## src/rtl/i2c_rtc_responder.sv

```systemverilog
// I2C target emulating a DS1307-style byte register file on SDA/SCL, with a
// combinational local read port and a one-clk write-notify strobe.
module i2c_rtc_responder #(
  parameter logic [6:0] DEV_ADDR = 7'b1101000,
  parameter int         AW       = 3
) (
  input  logic          clk,
  input  logic          rst,
  input  logic          scl_i,
  input  logic          sda_i,
  output logic          sda_pull,
  output logic          busy,
  output logic          wr_tick,
  output logic [AW-1:0] wr_addr,
  output logic [7:0]    wr_data,
  input  logic [AW-1:0] loc_addr,
  output logic [7:0]    loc_rdata
);
  localparam int NREGS = 2**AW;

  typedef enum logic [3:0] {
    IDLE, ADDR, ADDR_ACK, PTR, PTR_ACK, WDATA, WDATA_ACK, RDATA, RDATA_ACK, WAIT
  } state_t;

  // [1:0] synchronizer, [2] history
  logic [2:0] scl_pipe, sda_pipe;
  logic       scl, sda, scl_h, sda_h;
  logic       scl_rise, scl_fall, bus_start, bus_stop;

  state_t                state;
  logic [3:0]            bcnt;
  logic [7:0]            sr;
  logic [7:0]            rx_byte;
  logic                  rw;
  logic [AW-1:0]         ptr, ptr_inc;
  logic [NREGS-1:0][7:0] regs;

  assign scl       = scl_pipe[1];
  assign scl_h     = scl_pipe[2];
  assign sda       = sda_pipe[1];
  assign sda_h     = sda_pipe[2];
  assign scl_rise  = scl & ~scl_h;
  assign scl_fall  = ~scl & scl_h;
  assign bus_start = scl & scl_h & sda_h & ~sda;
  assign bus_stop  = scl & scl_h & ~sda_h & sda;

  assign rx_byte   = {sr[6:0], sda};
  assign ptr_inc   = ptr + AW'(1);
  assign loc_rdata = regs[loc_addr];

  // bcnt counts SCL rising edges within a byte; in the ACK states 8 means the
  // ACK is not yet driven and 9 means the 9th pulse is under way.
  always_ff @(posedge clk) begin
    if (rst) begin
      scl_pipe <= '1;
      sda_pipe <= '1;
      state    <= IDLE;
      bcnt     <= '0;
      sr       <= '0;
      rw       <= 1'b0;
      ptr      <= '0;
      regs     <= '0;
      sda_pull <= 1'b0;
      busy     <= 1'b0;
      wr_tick  <= 1'b0;
      wr_addr  <= '0;
      wr_data  <= '0;
    end else begin
      scl_pipe <= {scl_pipe[1:0], scl_i};
      sda_pipe <= {sda_pipe[1:0], sda_i};
      wr_tick  <= 1'b0;
      if (bus_start) begin
        state    <= ADDR;
        bcnt     <= '0;
        sda_pull <= 1'b0;
        busy     <= 1'b0;
      end else if (bus_stop) begin
        state    <= IDLE;
        bcnt     <= '0;
        sda_pull <= 1'b0;
        busy     <= 1'b0;
      end else begin
        case (state)
          ADDR, PTR, WDATA: begin
            if (scl_rise) begin
              sr   <= rx_byte;
              bcnt <= bcnt + 4'd1;
              if (bcnt == 4'd7) begin
                case (state)
                  ADDR: begin
                    if (rx_byte[7:1] == DEV_ADDR) begin
                      state <= ADDR_ACK;
                      busy  <= 1'b1;
                      rw    <= rx_byte[0];
                    end else begin
                      state <= WAIT;
                    end
                  end
                  PTR: begin
                    ptr   <= rx_byte[AW-1:0];
                    state <= PTR_ACK;
                  end
                  default: begin
                    regs[ptr] <= rx_byte;
                    wr_tick   <= 1'b1;
                    wr_addr   <= ptr;
                    wr_data   <= rx_byte;
                    ptr       <= ptr_inc;
                    state     <= WDATA_ACK;
                  end
                endcase
              end
            end
          end
          ADDR_ACK, PTR_ACK, WDATA_ACK: begin
            if (scl_fall) begin
              if (bcnt == 4'd8) begin
                sda_pull <= 1'b1;
                bcnt     <= 4'd9;
              end else begin
                bcnt     <= '0;
                sda_pull <= 1'b0;
                if (state == ADDR_ACK && rw) begin
                  state    <= RDATA;
                  sr       <= regs[ptr];
                  sda_pull <= ~regs[ptr][7];
                end else if (state == ADDR_ACK) begin
                  state <= PTR;
                end else begin
                  state <= WDATA;
                end
              end
            end
          end
          RDATA: begin
            if (scl_rise) begin
              bcnt <= bcnt + 4'd1;
            end else if (scl_fall) begin
              if (bcnt == 4'd8) begin
                sda_pull <= 1'b0;
                state    <= RDATA_ACK;
              end else begin
                sda_pull <= ~sr[3'd7 - bcnt[2:0]];
              end
            end
          end
          RDATA_ACK: begin
            if (scl_rise) begin
              if (!sda) begin
                ptr  <= ptr_inc;
                bcnt <= 4'd9;
              end else begin
                state <= WAIT;
                busy  <= 1'b0;
              end
            end else if (scl_fall && bcnt == 4'd9) begin
              // master ACKed: next byte goes out from the advanced pointer
              state    <= RDATA;
              bcnt     <= '0;
              sr       <= regs[ptr];
              sda_pull <= ~regs[ptr][7];
            end
          end
          IDLE, WAIT: ;
          default: state <= IDLE;
        endcase
      end
    end
  end
endmodule
```

## config.mk

```make
export PLATFORM = sky130hd
export DESIGN_NAME = i2c_rtc_responder
export DESIGN_NICKNAME = d
export VERILOG_FILES = /design/src/rtl/i2c_rtc_responder.sv
export SDC_FILE = /design/constraint.sdc
export NUM_CORES = 1
export LEC_CHECK = 0
export CAP_MARGIN = 30
export CORE_ASPECT_RATIO = 1.5
export CORE_UTILIZATION = 43
export CTS_BUF_LIST = sky130_fd_sc_hd__clkbuf_4 sky130_fd_sc_hd__clkbuf_8
export CTS_CLUSTER_DIAMETER = 150
export DETAILED_ROUTE_END_ITERATION = 6
export PLACE_DENSITY = 0.63
export SYNTH_ARGS = -nofsm -noshare
export SYNTH_HDL_FRONTEND = slang
export SYNTH_SLANG_ARGS = --single-unit
export TNS_END_PERCENT = 100
```

## constraint.sdc

```tcl
create_clock -name clk -period 4.5 [get_ports clk]
set_clock_uncertainty 0.1 [all_clocks]
set_input_delay 0.45 -clock clk [delete_from_list [all_inputs] [get_ports clk]]
set_output_delay 0.45 -clock clk [all_outputs]
set_load 0.03 [all_outputs]
```

---- Word level (Yosys, flattened, before mapping) ----
Index checks and enable logic that the tools add are counted.
word-level totals
  logic and storage cells ................. 178
  input bits .............................. 7
  bits in registers ....................... 104
cells by class
  bitwise logic cells ..................... 20
  reduce and logical (&&, ||, !) cells .... 24
  add/sub/neg operators ................... 3
  $lt $le $gt $ge ......................... 4
  eq/ne operators ......................... 43
  muxes and demuxes ....................... 63
operators with widths
  cell                                                         count
  two-way mux 8 bit                                            9
  two-way mux 4 bit                                            17
  bitwise mux 64 bit                                           1
  binary-select mux 8 bit (select 3 bit)                       2
  inequality test 2 bit (second input constant)                16
  inequality test 4 bit (second input constant)                7
  demux 8 bit (select 3 bit)                                   1
  case mux 8 bit (3 select lines)                              1
  equality test 4 x 3 -> 1 bit (second input constant)         5
  case mux 4 bit (5 select lines)                              1
  AND reduction 10 bit                                         2
  two-way mux 1 bit                                            18
  two-way mux 3 bit                                            6
  equality test 4 bit (second input constant)                  4
  AND reduction 7 bit                                          2
  inverter 1 bit                                               13
  less-than comparator 3 x 4 -> 1 bit (second input constant)  3
  inequality test 3 bit (second input constant)                4
  case mux 3 bit (2 select lines)                              2
  case mux 4 bit (3 select lines)                              1
  AND reduction 6 bit                                          2
  inequality test 5 bit (second input constant)                2
  AND reduction 9 bit                                          1
  nonzero test 3 bit                                           3
  22 further kinds                                             34

---- Longest topological paths before layout ----
  depth after elaboration ................. 8
  gate-level depth with buffers ........... 9
  gate-level depth less buffers ........... 8

---- Worst setup path after synthesis ----
OpenSTA, ideal clock, no wires.
  path kind ............................... input to output
  start ................................... input loc_addr[0]
  end ..................................... output loc_rdata[4]
  stages on the path ...................... 4
  data arrival time ....................... 2.120 ns
  path slack .............................. 1.830 ns
  data required time ...................... 3.950 ns
  path buffers ............................ 2
  path through ............................ clkbuf_1 > clkbuf_1 > mux4_2 > mux2_2
between the ends
  longest elaborated chain between the ends .. 2
ends and longest elaborated chain
  item                                     RTL line  text
  start: declaration                       16        input logic [AW-1:0] loc_addr,
  binary-select mux 8 bit (select 3 bit)   49        assign loc_rdata = regs[loc_addr];
  two-way mux 8 bit (not written as such)  49
  end: declaration                         17        output logic [7:0] loc_rdata
Every way passes these cells. The select of a mux whose other input is x is not followed.

---- Final worst setup path ----
  start ................................... input loc_addr[1]
  end ..................................... output loc_rdata[2]
Same word-level chain as after synthesis.

==> impl_metrics.json <==
{
  "status": "finished, final reports clean",
  "first_global_vias": 4647,
  "ir_drop_uv": 138,
  "synthAdderAreaFrac": 0.00914,
  "placedCellCount": 763,
  "drcViolationCount": 0,
  "place_congestion": 0.916,
  "power_frac_comb": 0.197,
  "p_int_mw": 1.32,
  "initial_core_util": 0.440,
  "endpoint_kind": "output pin",
  "io_pins": 29,
  "hold_path_class": "reg -> reg",
  "finalWirelength_mm": 15.2,
  "viasPerCell": 6.07,
  "h-tree-depth": 3,
  "sw_frac_of_total": 0.340,
  "worstPathRequired_ns": 3.95,
  "vias": 4732,
  "syn_inst": 619,
  "drtIter0Drc": 373,
  "antenna_found_initial": 1,
  "drv_slew": 0,
  "synthTopCellsByCount": "162 x nand2_1, 104 x dfxtp_1, 79 x a21oi_1, 35 x clkbuf_1, 34 x mux4_2",
  "synth.most_common_cell": "nand2_1",
  "nNetsFinal": 629,
  "tns_ns": 0,
  "hold_viol": 0,
  "synth_ff_type": "dfxtp_1",
  "cts_resized": 0,
  "postSynth.asyncResetShare": 0,
  "synth_area_leaders": "dfxtp_1 38%, mux4_2 14%, nand2_1 11%, a21oi_1 7.2%, mux2i_1 3.7%",
  "synth_top_family_by_area": "simple AND/OR/NAND/NOR gates",
  "critPathMaxFanout": 16,
  "coreArea_um2": 12400,
  "grt_max_degree": 92,
  "die_y_um": 140,
  "synth_compound_area_frac": 0.137,
  "slew_headroom": 0.381,
  "cpPeakStageDelay_ns": 1.01,
  "cts_buffers": 9,
  "syn_area_per_cell_um2": 8.85,
  "grt.total_usage": 0.244,
  "dieArea_um2": 13200,
  "cts_setup_buffers": 0,
  "drive_gt1_frac": 0.146,
  "grt_first_pass_wirelength_mm": 24.4,
  "yosys.area_share.xor_xnor": 0.00160,
  "fillerInstances": 1202,
  "yosysWarnings": 0,
  "synth.area.mux_share": 0.197,
  "dr.pass1.iters": 5,
  "cts.sinks": 104,
  "p_sw_mw": 0.682,
  "crit_arrival_ns": 2.94,
  "cap_viol_max_count": 0,
  "fmax_mhz": 287,
  "layout_min_cycle_time_ns": 3.49,
  "netlist.area_leader.share": 0.380,
  "cts_tree": "yes",
  "p_per_area_nw_per_um2": 334,
  "min_period_over_period": 0.776,
  "crit_path_cell_trace": "clkdlybuf4s50_1 > mux4_2 > mux2_2 > clkdlybuf4s50_1",
  "cts-root-buf": "clkbuf_8",
  "synth_top_cell_by_area": "dfxtp_1",
  "p_leak_nw": 1.93,
  "cp-start-kind": "input pin",
  "area_growth_pct": 9.57,
  "clk-insertion-delay-late_ns": 0.38,
  "dp_hpwl_mm": 10.5,
  "cp_slowest_cell": "clkdlybuf4s50_1",
  "final_cells": 780,
  "rsz0062_at_grt": "no",
  "wire_per_inst_um": 19.5,
  "final_antenna_net_count": 0,
  "path_class": "in -> out",
  "ys_seq_elements": 104,
  "rows": 50,
  "synth_edf_count": 0,
  "clk_path_buf_depth": 2,
  "worst_pin_slew_ns": 0.928,
  "yosysSeqAreaShare": 0.380,
  "post-route-util": 0.482,
  "clk_pin_slew_worst_paths_ns": 0.10,
  "holdBufCountCts": 0,
  "setup_violations": 0,
  "synth_cell_types": 61,
  "dieWidth_um": 94.2,
  "synthSimpleGateAreaFrac": 0.233,
  "io_buffers": 28,
  "crit_top_cell": "clkdlybuf4s50_1",
  "overflow": 0,
  "seqPwrFrac": 0.515,
  "syn-num-nets": 630,
  "p_clk_frac": 0.288,
  "power.total_mw": 2.00,
  "syn_area_um2": 5480
}
kinds of logic (layout without fill, tap and decap cells):
group / after synthesis / count (layout)
and+or+nand+nor: 261 / 261
other: 0 / 1
DFF: 104 / 104
adders and majority gates: 4 / 4
buffers and inverters: 53 / 57
muxes: 64 / 64
AOI/OAI and AO/OA: 132 / 132
xor gates and xnor gates: 1 / 1
cell usage in the layout (no fill, tap or decap), drive strengths merged, types with 5 or more instances in the layout:
cell type      netlist  routed
clkdlybuf4s50        0      27
nand4b               5       5
nor3                 9       9
nand2              162     162
nand2b               6       6
mux2                10      10
clkbuf              35      10
or2                  8       8
nand3                8       8
a21oi               79      79
o21ai               25      25
inv                  4       7
mux2i               20      20
mux4                34      34
dfxtp              104     104
nor3b                7       7
buf                 14      10
nor2                28      28
metal layers:
layer,vias up,GRT usage,part of all wire
met5,-,0,0
met3,52,0.0358,0.052
met4,0,0.159,0.052
met1,2290,0.281,0.37
li1,2200,-,-
met2,190,0.414,0.53
power by group through the flow:
stage                     clock network (mW)  registers [mW]  logic [mW]
after floorplan                            0           0.982       0.354
after global placement                     0            1.05       0.382
after detailed placement                   0            1.05       0.390
after CTS                              0.592            1.03       0.392
after global routing                   0.630            1.04       0.443
final                                  0.577            1.03       0.396
cell type report:
cell class,instances,area (um2),share of cell area
multi-input cells,462,3170,0.527
flip-flops and latches,104,2080,0.347
repair buffers,37,348,0.0580
well taps,156,195,0.0325
clock buffers,10,131,0.0219
clock inverters,6,62.6,0.0104
inverters,4,15.0,0.00250
diodes,1,2.50,0.000417
worst paths after layout:
path | start | to | slack (ns) | cells after the start
worst max-delay path | loc_addr[1] | loc_rdata[2] | 1.01 | 4
worst min-delay path | sda_pipe[0] | sda_pipe[1] | 0.32 | 1
worst max register to register | bcnt[0] | regs[63] | 1.58 | 8
worst min register to register | sda_pipe[0] | sda_pipe[1] | 0.32 | 1
registers in the layout (all words and copies together), names as in the netlist:
register / count
bcnt: 4
busy: 1
ptr: 3
regs: 64
rw: 1
scl_pipe: 3
sda_pipe: 3
sda_pull: 1
sr: 8
state: 4
wr_addr: 3
wr_data: 8
wr_tick: 1
critical path, delay by kind of cell:
kind,cells,cell delay [ns]
multiplexers,2,0.88
buffers and inverters,2,1.61
per-stage QoR:
step,hold slack [ns],instance area [um2],worst slack [ns]
2_1_floorplan,0.289,5480,1.83
3_3_place_gp,0.294,5790,1.03
3_5_place_dp,0.294,5810,0.990
4_1_cts,0.318,6000,0.984
5_1_grt,0.341,6000,0.885
6_report,0.316,6000,1.01
(Power assumes the default switching activity.)
